--- src/rtl/memory_stage_if.sv ---
`default_nettype none
// memory_stage_if: upstream execute, data-cache and writeback signals of the memory stage.
// Revision 1.0

interface memory_stage_if #(
  parameter int XLEN = 64
);
  logic            mem_enable;
  logic [XLEN-1:0] alu_result;
  logic [XLEN-1:0] store_data;
  logic            is_load;
  logic            is_store;
  logic [1:0]      mem_size;
  logic            load_unsigned;
  logic [4:0]      dest_reg;

  logic            dc_req;
  logic            dc_we;
  logic [XLEN-1:0] dc_addr;
  logic [XLEN-1:0] dc_wdata;
  logic [1:0]      dc_size;
  logic            dc_ack;
  logic [XLEN-1:0] dc_rdata;

  logic [XLEN-1:0] wb_data;
  logic [4:0]      wb_rd;
  logic            wb_valid;
  logic            mem_busy;
  logic            misalign;

  // Environment side: execute stage plus data cache.
  modport master (
    output mem_enable, alu_result, store_data, is_load, is_store,
           mem_size, load_unsigned, dest_reg, dc_ack, dc_rdata,
    input  dc_req, dc_we, dc_addr, dc_wdata, dc_size,
           wb_data, wb_rd, wb_valid, mem_busy, misalign
  );

  modport slave (
    input  mem_enable, alu_result, store_data, is_load, is_store,
           mem_size, load_unsigned, dest_reg, dc_ack, dc_rdata,
    output dc_req, dc_we, dc_addr, dc_wdata, dc_size,
           wb_data, wb_rd, wb_valid, mem_busy, misalign
  );
endinterface

`default_nettype wire

--- src/rtl/memory_stage.sv ---
`default_nettype none
// memory_stage: pipeline memory stage with IDLE/REQ/RESP data-cache handshake,
// alignment check, load lane extraction and ALU pass-through. Revision 1.0

module memory_stage #(
  parameter int XLEN = 64
) (
  input  logic          clk,
  input  logic          reset,
  memory_stage_if.slave bus
);

  localparam logic [1:0] S_IDLE = 2'd0;
  localparam logic [1:0] S_REQ  = 2'd1;
  localparam logic [1:0] S_RESP = 2'd2;

  logic [1:0]      state_q, state_d;
  logic [XLEN-1:0] addr_q, addr_d;
  logic [XLEN-1:0] wdata_q, wdata_d;
  logic [1:0]      size_q, size_d;
  logic            uns_q, uns_d;
  logic [4:0]      rd_q, rd_d;
  logic            load_q, load_d;
  logic [XLEN-1:0] wb_data_q, wb_data_d;
  logic [4:0]      wb_rd_q, wb_rd_d;
  logic            wb_valid_q, wb_valid_d;
  logic            misalign_q, misalign_d;

  logic            accept;
  logic            is_mem;
  logic            misaligned;
  logic [XLEN-1:0] rep_data;
  logic [XLEN-1:0] shifted;
  logic [XLEN-1:0] load_val;

  assign accept = (state_q == S_IDLE) && bus.mem_enable;
  assign is_mem = bus.is_load | bus.is_store;

  always_comb begin
    misaligned = 1'b0;
    case (bus.mem_size)
      2'd1:    misaligned = bus.alu_result[0];
      2'd2:    misaligned = |bus.alu_result[1:0];
      2'd3:    misaligned = |bus.alu_result[2:0];
      default: misaligned = 1'b0;
    endcase
  end

  // Store data is replicated into every lane so the cache can pick any byte enable.
  always_comb begin
    rep_data = bus.store_data;
    case (bus.mem_size)
      2'd0: for (int i = 0; i < XLEN; i++) rep_data[i] = bus.store_data[i % 8];
      2'd1: for (int i = 0; i < XLEN; i++) rep_data[i] = bus.store_data[i % 16];
      2'd2: for (int i = 0; i < XLEN; i++) rep_data[i] = bus.store_data[i % 32];
      default: rep_data = bus.store_data;
    endcase
  end

  assign shifted = bus.dc_rdata >> {addr_q[2:0], 3'b000};

  always_comb begin
    load_val = bus.dc_rdata;
    case (size_q)
      2'd0: load_val = {{(XLEN-8){~uns_q & shifted[7]}}, shifted[7:0]};
      2'd1: load_val = {{(XLEN-16){~uns_q & shifted[15]}}, shifted[15:0]};
      2'd2: load_val = {{(XLEN-32){~uns_q & shifted[31]}}, shifted[31:0]};
      default: load_val = bus.dc_rdata;
    endcase
  end

  // State register and datapath registers.
  always_ff @(posedge clk) begin
    if (reset) begin
      state_q    <= S_IDLE;
      addr_q     <= '0;
      wdata_q    <= '0;
      size_q     <= '0;
      uns_q      <= 1'b0;
      rd_q       <= '0;
      load_q     <= 1'b0;
      wb_data_q  <= '0;
      wb_rd_q    <= '0;
      wb_valid_q <= 1'b0;
      misalign_q <= 1'b0;
    end else begin
      state_q    <= state_d;
      addr_q     <= addr_d;
      wdata_q    <= wdata_d;
      size_q     <= size_d;
      uns_q      <= uns_d;
      rd_q       <= rd_d;
      load_q     <= load_d;
      wb_data_q  <= wb_data_d;
      wb_rd_q    <= wb_rd_d;
      wb_valid_q <= wb_valid_d;
      misalign_q <= misalign_d;
    end
  end

  always_comb begin
    state_d = state_q;
    case (state_q)
      S_IDLE:  if (accept && is_mem && !misaligned) state_d = S_REQ;
      S_REQ:   if (bus.dc_ack) state_d = S_RESP;
      S_RESP:  state_d = S_IDLE;
      default: state_d = S_IDLE;
    endcase
  end

  always_comb begin
    addr_d     = addr_q;
    wdata_d    = wdata_q;
    size_d     = size_q;
    uns_d      = uns_q;
    rd_d       = rd_q;
    load_d     = load_q;
    wb_data_d  = wb_data_q;
    wb_rd_d    = wb_rd_q;
    wb_valid_d = 1'b0;
    misalign_d = 1'b0;
    if (accept) begin
      addr_d  = bus.alu_result;
      wdata_d = rep_data;
      size_d  = bus.mem_size;
      uns_d   = bus.load_unsigned;
      rd_d    = bus.dest_reg;
      load_d  = bus.is_load;
      if (!is_mem) begin
        wb_valid_d = 1'b1;
        wb_data_d  = bus.alu_result;
        wb_rd_d    = bus.dest_reg;
      end else if (misaligned) begin
        misalign_d = 1'b1;
      end
    end
    // Load data is captured in the ack cycle so the writeback pulse lands in RESP.
    if ((state_q == S_REQ) && bus.dc_ack && load_q) begin
      wb_valid_d = 1'b1;
      wb_data_d  = load_val;
      wb_rd_d    = rd_q;
    end
  end

  always_comb begin
    bus.dc_req   = 1'b0;
    bus.dc_we    = 1'b0;
    bus.mem_busy = 1'b0;
    case (state_q)
      S_REQ: begin
        bus.dc_req   = 1'b1;
        bus.dc_we    = ~load_q;
        bus.mem_busy = 1'b1;
      end
      S_RESP:  bus.mem_busy = 1'b1;
      default: bus.mem_busy = 1'b0;
    endcase
  end

  assign bus.dc_addr  = addr_q;
  assign bus.dc_wdata = wdata_q;
  assign bus.dc_size  = size_q;
  assign bus.wb_data  = wb_data_q;
  assign bus.wb_rd    = wb_rd_q;
  assign bus.wb_valid = wb_valid_q;
  assign bus.misalign = misalign_q;

endmodule

`default_nettype wire

--- src/flat_wrapper.sv ---
// flat-port wrapper written by rule: the top's interface ports become plain ports
module memory_stage_flat 
#(
  parameter int XLEN = 64
)
  (clk, reset, bus_mem_enable, bus_alu_result, bus_store_data, bus_is_load, bus_is_store, bus_mem_size, bus_load_unsigned, bus_dest_reg, bus_dc_ack, bus_dc_rdata, bus_dc_req, bus_dc_we, bus_dc_addr, bus_dc_wdata, bus_dc_size, bus_wb_data, bus_wb_rd, bus_wb_valid, bus_mem_busy, bus_misalign);
  memory_stage_if #(.XLEN(XLEN)) bus_i ();
  input  logic clk;
  input  logic reset;
  input wire logic [$bits(bus_i.mem_enable)-1:0] bus_mem_enable;
  input wire logic [$bits(bus_i.alu_result)-1:0] bus_alu_result;
  input wire logic [$bits(bus_i.store_data)-1:0] bus_store_data;
  input wire logic [$bits(bus_i.is_load)-1:0] bus_is_load;
  input wire logic [$bits(bus_i.is_store)-1:0] bus_is_store;
  input wire logic [$bits(bus_i.mem_size)-1:0] bus_mem_size;
  input wire logic [$bits(bus_i.load_unsigned)-1:0] bus_load_unsigned;
  input wire logic [$bits(bus_i.dest_reg)-1:0] bus_dest_reg;
  input wire logic [$bits(bus_i.dc_ack)-1:0] bus_dc_ack;
  input wire logic [$bits(bus_i.dc_rdata)-1:0] bus_dc_rdata;
  output wire logic [$bits(bus_i.dc_req)-1:0] bus_dc_req;
  output wire logic [$bits(bus_i.dc_we)-1:0] bus_dc_we;
  output wire logic [$bits(bus_i.dc_addr)-1:0] bus_dc_addr;
  output wire logic [$bits(bus_i.dc_wdata)-1:0] bus_dc_wdata;
  output wire logic [$bits(bus_i.dc_size)-1:0] bus_dc_size;
  output wire logic [$bits(bus_i.wb_data)-1:0] bus_wb_data;
  output wire logic [$bits(bus_i.wb_rd)-1:0] bus_wb_rd;
  output wire logic [$bits(bus_i.wb_valid)-1:0] bus_wb_valid;
  output wire logic [$bits(bus_i.mem_busy)-1:0] bus_mem_busy;
  output wire logic [$bits(bus_i.misalign)-1:0] bus_misalign;
  assign bus_i.mem_enable = bus_mem_enable;
  assign bus_i.alu_result = bus_alu_result;
  assign bus_i.store_data = bus_store_data;
  assign bus_i.is_load = bus_is_load;
  assign bus_i.is_store = bus_is_store;
  assign bus_i.mem_size = bus_mem_size;
  assign bus_i.load_unsigned = bus_load_unsigned;
  assign bus_i.dest_reg = bus_dest_reg;
  assign bus_i.dc_ack = bus_dc_ack;
  assign bus_i.dc_rdata = bus_dc_rdata;
  assign bus_dc_req = bus_i.dc_req;
  assign bus_dc_we = bus_i.dc_we;
  assign bus_dc_addr = bus_i.dc_addr;
  assign bus_dc_wdata = bus_i.dc_wdata;
  assign bus_dc_size = bus_i.dc_size;
  assign bus_wb_data = bus_i.wb_data;
  assign bus_wb_rd = bus_i.wb_rd;
  assign bus_wb_valid = bus_i.wb_valid;
  assign bus_mem_busy = bus_i.mem_busy;
  assign bus_misalign = bus_i.misalign;
  memory_stage #(.XLEN(XLEN)) u_core (.clk(clk), .reset(reset), .bus(bus_i));
endmodule
--- config.mk ---
export PLATFORM = sky130hd
export DESIGN_NAME = memory_stage_flat
export DESIGN_NICKNAME = d
export VERILOG_FILES = /design/src/rtl/memory_stage_if.sv /design/src/rtl/memory_stage.sv /design/src/flat_wrapper.sv
export SDC_FILE = /design/constraint.sdc
export NUM_CORES = 1
export LEC_CHECK = 0
export CELL_PAD_IN_SITES_DETAIL_PLACEMENT = 0
export CELL_PAD_IN_SITES_GLOBAL_PLACEMENT = 1
export CORE_AREA = 4 4 182 184
export CTS_BUF_LIST = sky130_fd_sc_hd__clkbuf_2 sky130_fd_sc_hd__clkbuf_4 sky130_fd_sc_hd__clkbuf_8
export CTS_CLUSTER_DIAMETER = 200
export CTS_CLUSTER_SIZE = 24
export DETAILED_ROUTE_END_ITERATION = 6
export DIE_AREA = 0 0 186 188
export PLACE_DENSITY = 0.93
export SLEW_MARGIN = 20
export SYNTH_ARGS = -nofsm -noshare
export SYNTH_HDL_FRONTEND = slang
export SYNTH_SLANG_ARGS = --single-unit
--- constraint.sdc ---
create_clock -name clk -period 4.2 [get_ports clk]
set_clock_uncertainty 0.2 [all_clocks]
set_input_delay 0.84 -clock clk [delete_from_list [all_inputs] [get_ports clk]]
set_output_delay 0.84 -clock clk [all_outputs]
set_load 0.01 [all_outputs]
==> results.ini, run 1 <==
[grt]
grt_pass1_wl_um=70170
first_global_vias=11521
grt_max_degree=73
grt_use_total_pct=25.39
overflow=0
antenna_found_initial=2

[route]
drt_iter0_markers=904
routed_via_density=5.727
first_pass_iters=5
drc=0
wl_per_cell_um=23.09
num_vias=11741
ant_nets=0
wirelength_um=47340

[die]
die_area_um2=34970
row_count=65
start_util_pct=35.62
core_area_um2=31390
io_pins=410
die_height_um=188
die_width_um=186

[timing]
max_freq_mhz=323.8
min_period_ps=3088
tightest_slew_ps=925.5
fin_crit_sh_pct=73.52
max_slew_margin_pct=37.82
rsz0062_at_grt=no
finalSetupTns_ps=0
finalMaxSlewViolations=0
hold_viol_final=0
timing.final.ws_setup_ps=1112
setup_viol=0

[layout]
fillCellCount=2997
syn2layout_area_growth_pct=41.15
nets=1857
drive_gt1_share_pct=7.650
post-route-util_pct=50.27
finalNonFillerCells=2050

[worst_setup_path]
r2r_slack_ps=1380
end_kind=output port
r2r-end=u_core.bus.wb_data[17]
critical_path.max_fanout=28
rr_startpoint=u_core.bus.dc_addr[0]
path_delay_family=flip-flops
path_cells=clkdlybuf4s50_1
path_class=register to output port
path_buf_inv=1
crit_path_top_delay_cell=dfxtp_2
start_kind=register
cp_data_required_time_ps=3160
cp_slowest_stage_delay_ps=830
worstPathArrival_ps=2050
reg2reg_depth=4

[clock_tree]
root_buffer=clkbuf_8
ctsHtreeMaxLevel=1
cts_setup_buffers=0
cts_buffers=12
cts_tree=built
ctsResizeCount=0
insertion_delay_ps=540
hold_buffers=0
clk_pin_slew_ps=140
clock_path_buffers=3
cts_sinks=210

[power_and_ir_drop]
power.switching_mw=2.445
combPwrFrac_pct=45.5
power_density_nw_per_um2=408.7
swShare_pct=37.91
seqPwrFrac_pct=39.7
leakage_nw=5.490
p_clk_share_pct=14.8
ir_worst_vdd_uv=247.7
intPower_mw=4.005

[synthesis]
synth_area_um2=11180
yosys_warnings=0
synth_edf_count=0
ys_ff_latch=210
synth_cell_types=46
async_flop_share_pct=0
synthCells=1321
synth_fp_nets=1531
synth_area_leader_cell=dfxtp_1
synthTopCellsByArea=dfxtp_1 38%, mux2i_1 11%, nand2_1 9.1%
syn_avg_cell_area_um2=8.464
synth_top_area_share_pct=37.60
synth.most_common_cell=nand2_1
seq_area_frac_synth_pct=37.60
synthTopCellsByCount=271 x nand2_1, 210 x dfxtp_1, 128 x mux2i_1
synth-main-ff-cell=dfxtp_1

[placement]
port_buffers=409
preCtsSetupSlack_ps=787.5
dp.cells=2035
gp_congestion=0.9063
hpwl_um=35400

[hold_path]
min_from=u_core.bus.dc_wdata[1]
min_path_cells=2
holdCritPathClass=register to register
min_to=u_core.bus.dc_wdata[1]

[run]
drv_cap=0

[run_status]
status=finished clean

per-stage QoR:
| step | area [µm²] | total power, mW | hold WS, ps |
|---|---|---|---|
| 2_1_floorplan | 11180 | 4.118 | 236.7 |
| 3_3_place_gp | 15590 | 5.497 | 240.8 |
| 3_5_place_dp | 15590 | 5.532 | 246.2 |
| 4_1_cts | 15780 | 6.508 | 265.2 |
| 5_1_grt | 15780 | 6.832 | 286.3 |
| 6_report | 15780 | 6.449 | 262.8 |
metal layers:
metal / up-vias / GRT usage, % / share of wire [%]
li1: 5427 / - / -
met1: 5616 / 30.58 / 38
met2: 609 / 43.36 / 48
met3: 87 / 6.712 / 9.9
met4: 2 / 9.109 / 4.0
met5: - / 0 / 0.027
state kept, by name, indices dropped and copies added, names as in the netlist:
signal               cells
u_core.bus.dc_wdata     64
u_core.load_q            1
u_core.uns_q             1
u_core.bus.wb_valid      1
u_core.bus.dc_addr      64
u_core.bus.dc_size       2
u_core.bus.wb_rd         5
u_core.bus.wb_data      64
u_core.state_q           2
u_core.bus.misalign      1
u_core.rd_q              5
final cells by class:
| cell class | count | area (µm²) | area share, % |
|---|---|---|---|
| repair buffers | 438 | 4390 | 27.82 |
| inverters | 14 | 52.55 | 0.3330 |
| clock buffers | 13 | 178.9 | 1.134 |
| well taps | 402 | 503.0 | 3.187 |
| clock inverters | 1 | 8.758 | 0.05550 |
| flip-flops and latches | 210 | 4207 | 26.65 |
| multi-input cells | 971 | 6439 | 40.80 |
| diodes | 1 | 2.502 | 0.01586 |
cell families after synthesis:
logic type | after synthesis | share of synthesized area (%)
and+or+nand+nor | 446 | 16.41
DFF | 210 | 37.60
buffers and inverters | 140 | 5.315
adders and majority gates | 4 | 0.4476
AOI/OAI and AO/OA | 356 | 23.33
muxes | 165 | 16.90
power by group through the flow:
stage	Clock [mW]	Combinational, mW	Sequential, mW
2_1_floorplan	0	1.43	2.69
3_3_place_gp	0	2.91	2.59
3_5_place_dp	0	2.93	2.60
4_1_cts	1.00	2.95	2.56
5_1_grt	1.06	3.17	2.60
6_report	0.957	2.93	2.56
worst max-delay path by stage:
stage | startpoint | slack [ps] | cells past startpoint | to
after CTS | u_core.bus.dc_addr[1] | 1080 | 1 | bus_dc_addr[1]
after global routing | u_core.state_q[1] | 990 | 4 | bus_dc_we
after global placement | bus_dc_rdata[47] | 830 | 7 | u_core.bus.wb_data[26]
after floorplan | bus_dc_rdata[55] | 1590 | 6 | u_core.bus.wb_data[39]
after detailed placement | bus_dc_rdata[23] | 790 | 7 | u_core.bus.wb_data[26]
final | u_core.bus.dc_addr[1] | 1110 | 1 | bus_dc_addr[1]
layout by cell type, fill, tap and decap left out, types with 14 or more instances in the layout:
cell and instances:
mux2i_1 128, a221oi_2 30, nor2_1 100, a311oi_1 17, inv_1 14, a21oi_1 114
o21ai_0 50, dfxtp_1 208, a311o_1 15, clkdlybuf4s50_1 406, buf_4 22, a32oi_1 32
nor3_1 32, mux4_2 17, mux2_2 20, a211oi_1 38, nand2_1 270, o22ai_1 14
(Power assumes the default switching activity.)
==> run 2: changes to the inputs <==
--- a/config.mk
+++ b/config.mk
@@ -7,13 +7,13 @@
 export LEC_CHECK = 0
 export CELL_PAD_IN_SITES_DETAIL_PLACEMENT = 0
 export CELL_PAD_IN_SITES_GLOBAL_PLACEMENT = 1
-export CORE_AREA = 4 4 182 184
+export CORE_AREA = 4 4 190 192
 export CTS_BUF_LIST = sky130_fd_sc_hd__clkbuf_2 sky130_fd_sc_hd__clkbuf_4 sky130_fd_sc_hd__clkbuf_8
 export CTS_CLUSTER_DIAMETER = 200
 export CTS_CLUSTER_SIZE = 24
 export DETAILED_ROUTE_END_ITERATION = 6
-export DIE_AREA = 0 0 186 188
-export PLACE_DENSITY = 0.93
+export DIE_AREA = 0 0 194 196
+export PLACE_DENSITY = 0.87
 export SLEW_MARGIN = 20
 export SYNTH_ARGS = -nofsm -noshare
 export SYNTH_HDL_FRONTEND = slang
==> constraint.sdc (replaced) <==
create_clock -name clk -period 2.9 [get_ports clk]
set_clock_uncertainty 0.2 [all_clocks]
set_input_delay 0.58 -clock clk [delete_from_list [all_inputs] [get_ports clk]]
set_output_delay 0.58 -clock clk [all_outputs]
set_load 0.01 [all_outputs]
==> run 2 against run 1 <==
Compared with the run above:
- final area rose by 4.0%
- non-clock buffer count grew 68
- combinational power is 54% higher
- first-iteration DRC count is 15% lower
- count of clock-buffer cells in the layout is the same
- sequential cell count did not move
- critical path depth is 1 higher
- largest cell class unchanged
- total power increased by 49%
- hold slack got worse by 100 ps
- via count up 3.1%
==> results.ini, run 2 (same netlist as run 1, synthesis figures left out) <==
[route]
routed_via_density=5.571
first_pass_iters=5
ant_nets=0
wirelength_um=50170
wl_per_cell_um=23.10
drc=0
drt_iter0_markers=768
num_vias=12100

[layout]
drive_gt1_share_pct=11.49
nets=1925
syn2layout_area_growth_pct=46.75
finalNonFillerCells=2172
post-route-util_pct=47.74
final_common_cell=clkdlybuf4s50_1
final_cell_mix=406 x clkdlybuf4s50_1, 270 x nand2_1, 206 x dfxtp_1

[die]
core_area_um2=34370
die_width_um=194
io_pins=410
die_area_um2=38020
die_height_um=196
start_util_pct=32.53
row_count=68

[power_and_ir_drop]
power_density_nw_per_um2=586.2
leakage_nw=5.835
power.total_mw=9.619
ir_worst_vdd_uv=306.9

[grt]
grt_pass1_wl_um=74190
grt_max_degree=67
antenna_found_initial=6
first_global_vias=11780
overflow=0
grt_use_total_pct=24.71

[hold_path]
min_to=u_core.bus.dc_addr[26]
min_from=reset
min_path_cells=2
holdCritPathClass=primary input to register

[clock_tree]
cts_tree=built
clock_path_buffers=3
ctsHtreeMaxLevel=1
clk_pin_slew_ps=150
cts_buffers=12
cts_sinks=210
root_buffer=clkbuf_8
insertion_delay_ps=530
hold_buffers=0

[worst_setup_path]
path_class=register to output port
worstPathArrival_ps=1990
critical_path.max_fanout=28
cp_data_required_time_ps=2120
r2r-end=u_core.bus.wb_data[44]
rr_startpoint=u_core.bus.dc_addr[0]
end_kind=output port
r2r_slack_ps=320
start_kind=register
reg2reg_depth=8

[timing]
min_period_ps=2766
finalMaxSlewViolations=0
tightest_slew_ps=850.5
setup_viol=0
max_freq_mhz=361.5
max_slew_margin_pct=43.30
rsz0062_at_grt=no
hold_viol_final=0
finalSetupTns_ps=0
fin_crit_sh_pct=95.38

[run]
drv_cap=0

[placement]
hpwl_um=38280
gp_congestion=0.9194
dp.cells=2156
port_buffers=409

[run_status]
status=finished clean

## run 2: worst max path at each step
stage,startpoint,end,slack (ps),depth (start not counted)
floorplan,u_core.bus.dc_addr[0],u_core.bus.wb_data[39],510,7
global placement,bus_dc_rdata[47],u_core.bus.wb_data[32],-230,7
detailed placement,bus_dc_rdata[47],u_core.bus.wb_data[44],-230,7
CTS,u_core.state_q[1],bus_dc_we,20,4
global route,u_core.state_q[1],bus_dc_we,20,4
finish,u_core.bus.dc_addr[1],bus_dc_addr[1],130,2
## run 2: per-layer routing
layer / up-vias / share of wire, % / global-route usage, %
met4: 8 / 4.2 / 8.958
li1: 5576 / - / -
met5: - / 0.094 / 0
met2: 600 / 49 / 43.71
met3: 111 / 8.9 / 6.629
met1: 5805 / 38 / 28.81
## run 2: what timing repair did
item	CTS	global route
buffers inserted	0	0
resized for setup	1	2
pin swaps	0	0
setup endpoints to repair	1	2
## run 2: where the power goes
group	leakage [nW]	internal, mW	switching, mW	total [mW]
clock	0.0976	0.416	0.998	1.41
sequential	1.72	3.37	0.322	3.69
combinational	4.01	2.15	2.36	4.51
## run 2: critical path: stages, from the launching register on
cell and delay, ps:
dfxtp_2 590, buf_12 270, clkdlybuf4s50_1 590
## run 2: stage by stage
stage	hold slack [ps]	worst slack, ps	area (µm²)
CTS	134.6	17.70	16400
detailed placement	246.3	-227.1	16210
finish	161.9	133.9	16410
floorplan	236.7	512.7	11180
global route	146.0	20.59	16410
global placement	241.3	-234.9	16210
## run 2: cell type report
cell class,instances,area [µm²]
antenna,2,5.005
sequential,210,4209
multi-input combinational,971,6446
timing repair buffer,506,4938
clock buffer,13,178.9
fill,3407,17960
inverter,14,52.55
clock inverter,1,8.758
tap,455,569.3
